File: src/rtl/ysyx_23060062_adder_arbiter.sv
// Round-robin arbiter sharing one 32-bit ripple adder among NREQ requesters.
// Optional subtract support enabled by defining YSYX_23060062_ADDER_ARB_SUB_EN.
module ysyx_23060062_adder_arbiter #(
   parameter int NREQ      = 3,
   parameter int ADDER_LAT = 1
) (
   input  logic                 clk,
   input  logic                 rst,
   input  logic [NREQ-1:0]      req_valid,
   output logic [NREQ-1:0]      req_ready,
   input  logic [32*NREQ-1:0]   req_a,
   input  logic [32*NREQ-1:0]   req_b,
`ifdef YSYX_23060062_ADDER_ARB_SUB_EN
   input  logic [NREQ-1:0]      req_sub,
`endif
   output logic [NREQ-1:0]      rsp_valid,
   input  logic [NREQ-1:0]      rsp_ready,
   output logic [31:0]          rsp_data,
   output logic                 rsp_cout,
   output logic [31:0]          add_a,
   output logic [31:0]          add_b,
   output logic                 add_cin,
   input  logic [31:0]          add_sum,
   input  logic                 add_cout,
   output logic                 busy
);

   localparam int          PW = (NREQ > 1) ? $clog2(NREQ) : 1;
   localparam int          CW = (ADDER_LAT > 1) ? $clog2(ADDER_LAT) : 1;
   localparam int unsigned NR = NREQ;

   typedef enum logic [1:0] {
      S_IDLE,
      S_BUSY,
      S_RESP
   } state_t;

   state_t            state, state_nxt;
   logic [PW-1:0]     rr_ptr, owner, gnt, rr_nxt;
   logic [CW-1:0]     cnt;
   logic              found, accept, sub_g;
   logic [31:0]       op_a [NREQ];
   logic [31:0]       op_b [NREQ];
   logic [31:0]       b_sel;
   int unsigned       idx;

   always_comb begin
      for (int unsigned i = 0; i < NR; i++) begin
         op_a[i] = req_a[32*i +: 32];
         op_b[i] = req_b[32*i +: 32];
      end
   end

   // Rotating priority: first valid requester at or after rr_ptr, wrapping.
   always_comb begin
      found = 1'b0;
      gnt   = '0;
      idx   = 0;
      for (int unsigned k = 0; k < NR; k++) begin
         idx = 32'(rr_ptr) + k;
         if (idx >= NR) idx = idx - NR;
         if (!found && req_valid[PW'(idx)]) begin
            found = 1'b1;
            gnt   = PW'(idx);
         end
      end
   end

   assign rr_nxt = (32'(gnt) == NR - 1) ? '0 : gnt + 1'b1;
   assign accept = (state == S_IDLE) && found;

`ifdef YSYX_23060062_ADDER_ARB_SUB_EN
   assign sub_g = req_sub[gnt];
`else
   assign sub_g = 1'b0;
`endif

   // Subtraction is A + ~B + 1, so cout doubles as the not-borrow flag.
   assign b_sel = sub_g ? ~op_b[gnt] : op_b[gnt];

   always_comb begin
      state_nxt = state;
      req_ready = '0;
      rsp_valid = '0;
      busy      = 1'b0;
      unique case (state)
         S_IDLE: begin
            if (found) begin
               req_ready[gnt] = 1'b1;
               state_nxt      = S_BUSY;
            end
         end
         S_BUSY: begin
            busy = 1'b1;
            if (cnt == '0) state_nxt = S_RESP;
         end
         S_RESP: begin
            busy             = 1'b1;
            rsp_valid[owner] = 1'b1;
            if (rsp_ready[owner]) state_nxt = S_IDLE;
         end
         default: state_nxt = S_IDLE;
      endcase
   end

   always_ff @(posedge clk) begin
      if (rst) begin
         state    <= S_IDLE;
         rr_ptr   <= '0;
         owner    <= '0;
         cnt      <= '0;
         rsp_data <= '0;
         rsp_cout <= 1'b0;
         add_a    <= '0;
         add_b    <= '0;
         add_cin  <= 1'b0;
      end else begin
         state <= state_nxt;
         if (accept) begin
            add_a   <= op_a[gnt];
            add_b   <= b_sel;
            add_cin <= sub_g;
            owner   <= gnt;
            rr_ptr  <= rr_nxt;
            cnt     <= CW'(ADDER_LAT - 1);
         end
         if (state == S_BUSY) begin
            if (cnt == '0) begin
               rsp_data <= add_sum;
               rsp_cout <= add_cout;
            end else begin
               cnt <= cnt - 1'b1;
            end
         end
      end
   end

endmodule

File: config.mk
export PLATFORM = sky130hd
export DESIGN_NAME = ysyx_23060062_adder_arbiter
export DESIGN_NICKNAME = d
export VERILOG_FILES = /design/src/rtl/ysyx_23060062_adder_arbiter.sv
export SDC_FILE = /design/constraint.sdc
export NUM_CORES = 1
export LEC_CHECK = 0
export ABC_CLOCK_PERIOD_IN_PS = 3200
export BUFFER_PORTS_ARGS = -buffer_cell sky130_fd_sc_hd__buf_4
export CORE_AREA = 2 2 130 132
export CTS_BUF_LIST = sky130_fd_sc_hd__clkbuf_4 sky130_fd_sc_hd__clkbuf_8
export DETAILED_ROUTE_END_ITERATION = 6
export DIE_AREA = 0 0 132 134
export MAX_ROUTING_LAYER = met4
export PLACE_DENSITY_LB_ADDON = 0.08
export SYNTH_ARGS = -nofsm -noshare
export SYNTH_HDL_FRONTEND = slang
export SYNTH_SLANG_ARGS = --single-unit
export TNS_END_PERCENT = 10
File: constraint.sdc
create_clock -name clk -period 3.2 [get_ports clk]
set_input_delay 0.64 -clock clk [delete_from_list [all_inputs] [get_ports clk]]
set_output_delay 0.64 -clock clk [all_outputs]
set_load 0.02 [all_outputs]
==> impl_metrics.yaml, run 1 <==
clock_tree:
  htree_levels: 3
  postCtsSetupRepairBufs: 0
  cts_tree: "built"
  clockBufferDepth: 2
  cts-root-buf: "clkbuf_8"
  clk_latency_ps: 400
  cts-resized-gates: 3
  postCtsHoldBufs: 0
  cts_sinks: 104
  cts-buffers-inserted: 9
  path_clk_slew_ps: 120
yosys:
  ys.flop_type: "dfxtp_1"
  yosysWarnings: 0
  yosysSeqAreaShare_pct: 29.2
  async_flop_share_pct: 0
  ys_ff_latch: 104
  syn-mean-instance-area_um2: 7.51
  syn_area_um2: 7140
  synth_edf_count: 0
  syn_inst: 951
  synth.distinct_cells: 44
  syn_nets: 1193
die:
  die_w_um: 132
  core-area_um2: 16300
  die_h_um: 134
  die_area_um2: 17700
  rows: 47
  start_util_pct: 43.8
  ios: 338
place:
  place_ws_ps: 377
  gp_congestion: 0.858
  portBuffers: 336
  place_hpwl_mm: 17.5
  placed_cell_area_um2: 9770
timing:
  setup_tns_ps: 0
  rsz0062_at_grt: "false"
  tightest_slew_ps: 808
  skew_ps: 9.97
  maxSlewViolCount: 0
  maxSlewHeadroom_pct: 46.1
  hold_viol_final: 0
  timing.fmax_ghz: 0.324
  setup_slack_ps: 117
  setup_viol: 0
  fin_crit_ps: 3080
  timing.final.crit_share_pct: 96.3
grt:
  grt_overflow_total: 0
  grt_max_degree: 168
  antenna_found_initial: 0
  grt_first_pass_wirelength_mm: 40.5
  grt_usage_pct: 28.9
  grt_pass1_vias: 7777
worst_hold_path:
  hold_depth: 2
  holdPathEnd: "add_b[19]"
  hp-start: "req_b[83]"
  hold_class: "input port to flip-flop"
power_and_ir_drop:
  power.share.switching_pct: 48.5
  irDropWorstVdd_v: 0.000452
  power_density_nw_per_um2: 771
  p_comb_share_pct: 64.4
  p_int_uw: 3970
  clkPwrFrac_pct: 11.5
  seqPwrFrac_pct: 24.0
  p_leak_uw: 0.00429
  power.net_switching_uw: 3740
final_layout:
  area_growth_pct: 40.1
  design_area_um2: 10000
  layout.cells.most_common: "buf_4"
  diodes: 0
  drive_gt1_share_pct: 32.5
  final_net_count: 1458
  final_cell_mix: "buf_4 (358), nand2_1 (110), dfxtp_1 (102), and2_1 (90), a21oi_1 (73)"
worst_setup_path:
  critPathKind: "flip-flop to primary output"
  reg2reg_slack_ps: 490
  slowest_delay_ps: 460
  cp.required_ps: 2560
  reg2reg_from: "rr_ptr[1]"
  end_kind: "primary output"
  r2r_cells: 8
  cp_slowest_cell: "a311o_2"
  worst-endpoint-arrival_ps: 2440
  start_kind: "flip-flop"
  critPathMaxFanout: 11
  r2r_end: "add_a[15]"
  path_cells: "inv_1 > ha_2 > nand2b_1 > nor3b_1 > a311o_2 > nor4_2 > buf_4"
routing:
  wire_per_inst_um: 17.8
  drt_iter0_drc: 515
  postRouteAntennaNets: 0
  routed_wl_mm: 25.6
  first_pass_iters: 7
  route.vias.total: 8299
  vias_per_cell: 5.76
  drc_errors: 0
run_status:
  outcome: "complete, no violations"
run:
  drv_cap: 0
[cell type report]
class,count,area (µm²)
Clock inverter,7,80.1
Inverter,7,26.3
Clock buffer,9,124
Timing Repair Buffer,362,2760
Sequential cell,104,2080
Multi-Input combinational cell,732,4650
Fill cell,1572,6290
Tap cell,220,275
[power groups by stage]
stage	combinational, µW	clock (µW)	sequential [µW]
after global routing	5450	956	1900
after detailed placement	4930	0	1880
after global placement	4860	0	1880
after CTS	4950	910	1850
final	4970	889	1850
after floorplan	2910	0	2220
[metrics by stage]
step | hold slack (ps) | power, µW | util [%] | instances
floorplan | 466 | 5130 | - | 951
global placement | 444 | 6740 | 60.0 | 1425
detailed placement | 447 | 6810 | 60.0 | 1425
CTS | 439 | 7710 | 61.3 | 1441
global route | 436 | 8300 | 61.4 | 1441
finish | 457 | 7710 | 61.4 | 1441
[sequential cells by signal, summed over array words and instances, names as in the netlist]
| signal | flops |
|---|---|
| add_a | 32 |
| rr_ptr | 2 |
| add_b | 32 |
| rsp_data | 32 |
| rsp_cout | 1 |
| owner | 2 |
| cnt | 1 |
| state | 2 |
[worst max path at each step]
stage / slack (ps) / depth (start not counted) / endpoint / startpoint
after floorplan: 60 / 9 / req_ready[1] / rr_ptr[0]
after global placement: 430 / 7 / req_ready[1] / rr_ptr[0]
after detailed placement: 380 / 7 / req_ready[1] / rr_ptr[0]
after CTS: 4 / 8 / req_ready[1] / rr_ptr[1]
after global routing: 8 / 7 / req_ready[1] / rr_ptr[0]
final: 120 / 7 / req_ready[1] / rr_ptr[0]
[synthesized netlist by cell type (2+ instances only)]
master	n	area share, %
o21a_1	2	0.21
nor2_1	7	0.37
mux2i_1	6	0.84
and3b_1	40	4.9
nand3b_1	2	0.21
clkbuf_1	87	4.6
nor3b_1	3	0.32
nand2_1	110	5.8
and2_1	90	7.9
ha_1	9	1.6
a221o_1	26	3.6
buf_2	10	0.70
buf_1	6	0.32
nor2b_1	30	2.6
mux2_4	2	0.42
a32oi_1	39	4.8
dfxtp_1	104	29
nand4_1	64	5.6
buf_6	4	0.63
a21oi_1	73	5.1
nor3_1	2	0.14
nand3_1	27	1.9
o21ai_0	68	4.8
inv_1	7	0.37
nand2b_1	46	4.0
o21ai_1	2	0.14
o211ai_1	66	6.9
and3_1	3	0.26
[logic make-up (layout without fill, tap and decap cells)]
| family | count (synthesis) | after routing | share of synthesized area, % |
|---|---|---|---|
| and+or+nand+nor | 427 | 427 | 34.3 |
| adders and majority gates | 9 | 9 | 1.58 |
| AOI/OAI and AO/OA | 287 | 287 | 26.9 |
| other | 1 | 1 | 0.0525 |
| buffers and inverters | 115 | 385 | 6.70 |
| muxes | 8 | 8 | 1.26 |
| DFF | 104 | 104 | 29.2 |
[critical path, delay by kind of cell, from the launching register on]
kind / cells / cell delay [ps]
compound gates: 1 / 460
fa+ha+maj: 1 / 450
buf+inv: 2 / 270
flops: 1 / 400
simple gates: 3 / 470
[metal layers]
metal	share of wire, %	vias up	wire length [µm]	global-route usage (%)
met1	42	3912	10800	35.9
met5	0	-	0	-
met2	48	333	12400	47.0
li1	-	4011	-	-
met3	6.9	43	1760	5.03
met4	2.8	0	722	11.2
Power figures use the tool's default switching activity.
==> inputs of run 2 (changes only) <==
Settings changed: CORE_AREA 2 2 130 132 to 2 2 132 134, DIE_AREA 0 0 132 134 to 0 0 134 136.
==> impl_metrics.yaml, run 2 (synthesis gave the netlist of run 1 again) <==
clock_tree:
  clk_latency_ps: 410
  clockBufferDepth: 2
  cts-buffers-inserted: 9
  cts-root-buf: "clkbuf_8"
  path_clk_slew_ps: 120
  htree_levels: 3
  cts_sinks: 104
  cts_tree: "built"
timing:
  rsz0062_at_grt: "true"
  fin_crit_ps: 3140
  skew_ps: 22.0
  timing.fmax_ghz: 0.318
  tightest_slew_ps: 756
  timing.final.crit_share_pct: 98.2
  maxSlewHeadroom_pct: 49.6
  maxSlewViolCount: 0
  setup_viol: 0
  hold_viol_final: 0
die:
  die_area_um2: 18200
  start_util_pct: 42.3
  die_h_um: 136
  die_w_um: 134
  core-area_um2: 16900
  ios: 338
  rows: 48
final_layout:
  fillers: 1587
  layout.cells.most_common: "buf_4"
  drive_gt1_share_pct: 32.6
  area_growth_pct: 41.0
  diodes: 0
  top_regs: "add_a: 32 flops, add_b: 32 flops, rsp_data: 32 flops"
  design_area_um2: 10100
  final_net_count: 1460
  final_cell_mix: "buf_4 (359), nand2_1 (110), dfxtp_1 (103), and2_1 (90), a21oi_1 (73)"
  regArea_um2: 2080
  multi_input_area_um2: 4660
place:
  gp_congestion: 0.822
  place_hpwl_mm: 17.8
  portBuffers: 336
  placed_cell_area_um2: 9790
worst_setup_path:
  critPathMaxFanout: 15
  cp.buffers_inverters: 3
  path_cells: "inv_1 > ha_4 > mux2_4 > mux2_4 > o31a_1 > o211ai_1 > inv_1 > buf_4"
  slowest_delay_ps: 400
  worst-endpoint-arrival_ps: 2500
  end_kind: "primary output"
  critPathKind: "flip-flop to primary output"
  cp.required_ps: 2560
  path_delay_family: "multiplexers"
  start_kind: "flip-flop"
  cp_slowest_cell: "dfxtp_2"
routing:
  wire_per_inst_um: 17.9
  vias_per_cell: 5.66
  first_pass_iters: 5
  route.vias.total: 8201
  drt_iter0_drc: 483
  postRouteAntennaNets: 0
  drc_errors: 0
  routed_wl_mm: 25.9
grt:
  globalRouteMet2Util_pct: 45.7
  grt_usage_pct: 28.2
  grt.busiest_layer: "met2"
  use_met1_pct: 35.3
  grt_pass1_vias: 7477
  use_met3_pct: 5.89
  grt_overflow_total: 0
  grt_max_degree: 168
  antenna_found_initial: 0
  grt_first_pass_wirelength_mm: 40.0
power_and_ir_drop:
  report.power.total_uw: 7800
  p_leak_uw: 0.00432
  irDropWorstVdd_v: 0.000527
  power_density_nw_per_um2: 775
run:
  drv_cap: 0
run_status:
  outcome: "complete, no violations"
worst_hold_path:
  hold_class: "input port to flip-flop"
-- run 2: final cells by class --
type	count	share of cell area, %
inverters	7	0.261
repair buffers	364	27.7
flip-flops and latches	104	20.7
multi-input cells	732	46.3
well taps	225	2.80
clock inverters	7	1.03
clock buffers	9	1.23
-- run 2: what timing repair did --
item | CTS | global route
resized for setup | 3 | 6
hold buffers | 0 | 0
endpoints found under the hold margin | 0 | 0
pin swaps | 1 | 1
buffers inserted | 2 | 0
endpoints found under the setup margin | 3 | 3
-- run 2: worst paths after layout --
path                                   start            to  cells past startpoint  slack [ps]
worst min-delay path               req_b[87]     add_b[23]                      2         450
worst min register to register  rsp_data[15]  rsp_data[15]                      2         460
worst max register to register     rr_ptr[1]     add_a[17]                      8         370
worst max-delay path               rr_ptr[1]  req_ready[0]                      8          60
-- run 2: metal layers --
metal / routed length (µm) / share of wire (%)
met1: 10900 / 42
met2: 12600 / 49
met3: 1870 / 7.2
met4: 509 / 2.0
met5: 0 / 0
-- run 2: per-stage QoR --
step	setup TNS, ps	setup WS, ps	hold slack [ps]	instances	utilization, %
2_1_floorplan	0	61.6	466	951	-
3_3_place_gp	0	343	444	1430	58.0
3_5_place_dp	0	286	447	1430	58.0
4_1_cts	0	0.804	436	1448	59.5
5_1_grt	-18.1	-15.1	440	1448	59.7
6_report	0	58.3	452	1448	59.7
-- run 2: where the power goes --
part	switching, µW	internal (µW)
clock	600	331
sequential	200	1660
combinational	2970	2040
==> inputs of run 3 (changes only) <==
Settings changed: REMOVE_ABC_BUFFERS from default to 1.
==> impl_metrics.yaml, run 3 (synthesis gave the netlist of run 1 again) <==
timing:
  rsz0062_at_grt: "true"
  timing.fmax_ghz: 0.321
  maxSlewHeadroom_pct: 48.5
  skew_ps: 16.9
  tightest_slew_ps: 773
  hold_viol_final: 0
  setup_tns_ps: 0
  maxSlewViolCount: 0
  timing.final.crit_share_pct: 97.3
  fin_crit_ps: 3110
  setup_slack_ps: 85.6
  setup_viol: 0
die:
  core-area_um2: 16900
  start_util_pct: 42.3
  die_w_um: 134
  rows: 48
  die_area_um2: 18200
  die_h_um: 136
  ios: 338
worst_setup_path:
  cp_slowest_cell: "dfxtp_1"
  r2r_cells: 9
  path_delay_family: "simple AND/OR/NAND/NOR gates"
  reg2reg_from: "rr_ptr[0]"
  cp.buffers_inverters: 2
  start_kind: "flip-flop"
  critPathKind: "flip-flop to primary output"
  cp.required_ps: 2560
  path_cells: "inv_1 > ha_4 > nand2b_1 > nor3b_1 > a311o_2 > nor4_1 > buf_4"
  slowest_delay_ps: 450
  r2r_end: "add_a[10]"
  reg2reg_slack_ps: 390
  end_kind: "primary output"
  critPathMaxFanout: 11
  worst-endpoint-arrival_ps: 2470
power_and_ir_drop:
  p_leak_uw: 0.00430
  power_density_nw_per_um2: 777
  irDropWorstVdd_v: 0.000757
clock_tree:
  cts_tree: "built"
  cts-root-buf: "clkbuf_8"
  cts_sinks: 104
  path_clk_slew_ps: 110
  htree_levels: 3
  cts-buffers-inserted: 9
  clockBufferDepth: 2
  clk_latency_ps: 390
final_layout:
  diodes: 0
  top_regs: "add_a: 32 flops, add_b: 32 flops, rsp_data: 32 flops"
  design_area_um2: 10000
  final_net_count: 1456
  fillers: 1622
  area_growth_pct: 40.4
  drive_gt1_share_pct: 32.3
  final_cell_mix: "buf_4 (354), nand2_1 (110), dfxtp_1 (103), and2_1 (90), a21oi_1 (73)"
  layout.cells.most_common: "buf_4"
run:
  drv_cap: 0
routing:
  drt_iter0_drc: 520
  first_pass_iters: 5
  drc_errors: 0
  vias_per_cell: 5.75
  route.vias.total: 8309
  routed_wl_mm: 26.5
  wire_per_inst_um: 18.3
  postRouteAntennaNets: 0
place:
  place_ws_ps: 202
  gp_congestion: 0.915
  placed_cell_area_um2: 9760
  portBuffers: 336
  place_hpwl_mm: 18.0
worst_hold_path:
  hold_class: "flip-flop to flip-flop"
  hold_depth: 2
  holdPathEnd: "rsp_data[31]"
  hp-start: "rsp_data[31]"
grt:
  grt_max_degree: 168
  grt_overflow_total: 0
  antenna_found_initial: 0
  grt_first_pass_wirelength_mm: 41.1
  grt_usage_pct: 28.9
  grt_pass1_vias: 7958
run_status:
  outcome: "complete, no violations"
-- run 3: changes by cell type in the layout (fill, tap and decap cells not counted), sizes merged --
cell	delta
clkinv	-3
bufinv	+1
buf	-4
inv	+1
clkinvlp	+1
-- run 3: metal layers --
| metal | up-vias | routed length (µm) | track usage [%] |
|---|---|---|---|
| met1 | 3868 | 11000 | 35.1 |
| met3 | 67 | 1890 | 4.55 |
| met2 | 370 | 12400 | 46.7 |
| met4 | 0 | 1170 | 14.4 |
| li1 | 4004 | - | - |
| met5 | - | 0 | - |
-- run 3: final cells by class --
type / count / area [µm²] / share of cell area (%)
multi-input combinational: 732 / 4660 / 46.5
tap: 225 / 282 / 2.81
timing repair buffer: 360 / 2760 / 27.6
clock buffer: 9 / 124 / 1.24
sequential: 104 / 2080 / 20.8
clock inverter: 7 / 86.3 / 0.861
inverter: 7 / 26.3 / 0.262
-- run 3: power breakdown --
part / internal (µW) / leakage (µW) / switching (µW)
combinational: 2020 / 0.00334 / 2980
sequential: 1660 / 0.000855 / 213
clock: 381 / 0.000104 / 534
total: 4060 / 0.00430 / 3720
-- run 3: tightest hold or removal path: stages, from the launching register on --
cell and delay, ps:
dfxtp_1 320, nand2_1 50, a21oi_1 50
-- run 3: through the flow --
step | utilization, % | hold slack (ps) | power [µW] | cells
5_1_grt | 59.4 | 443 | 8360 | 1444
6_report | 59.4 | 461 | 7790 | 1444
2_1_floorplan | - | 464 | 4900 | 843
3_5_place_dp | 57.9 | 449 | 6810 | 1427
4_1_cts | 59.2 | 444 | 7760 | 1443
3_3_place_gp | 57.9 | 444 | 6760 | 1427
-- run 3: repair_timing --
item / 4_1_cts / 5_1_grt
hold buffers: 0 / 0
gates resized for setup: 4 / 7
pin swaps: 0 / 1
setup endpoints to repair: 3 / 3
setup buffers: 0 / 1
gates cloned: 0 / 0
-- run 3: worst max-delay path by stage --
| stage | depth (start not counted) | start | endpoint | slack (ps) |
|---|---|---|---|---|
| floorplan | 6 | rr_ptr[1] | req_ready[1] | -7400 |
| global placement | 6 | rr_ptr[0] | req_ready[1] | 260 |
| detailed placement | 8 | rr_ptr[0] | req_ready[0] | 200 |
| CTS | 5 | rr_ptr[0] | req_ready[1] | 7 |
| global route | 7 | rr_ptr[0] | req_ready[1] | -20 |
| finish | 7 | rr_ptr[0] | req_ready[1] | 90 |
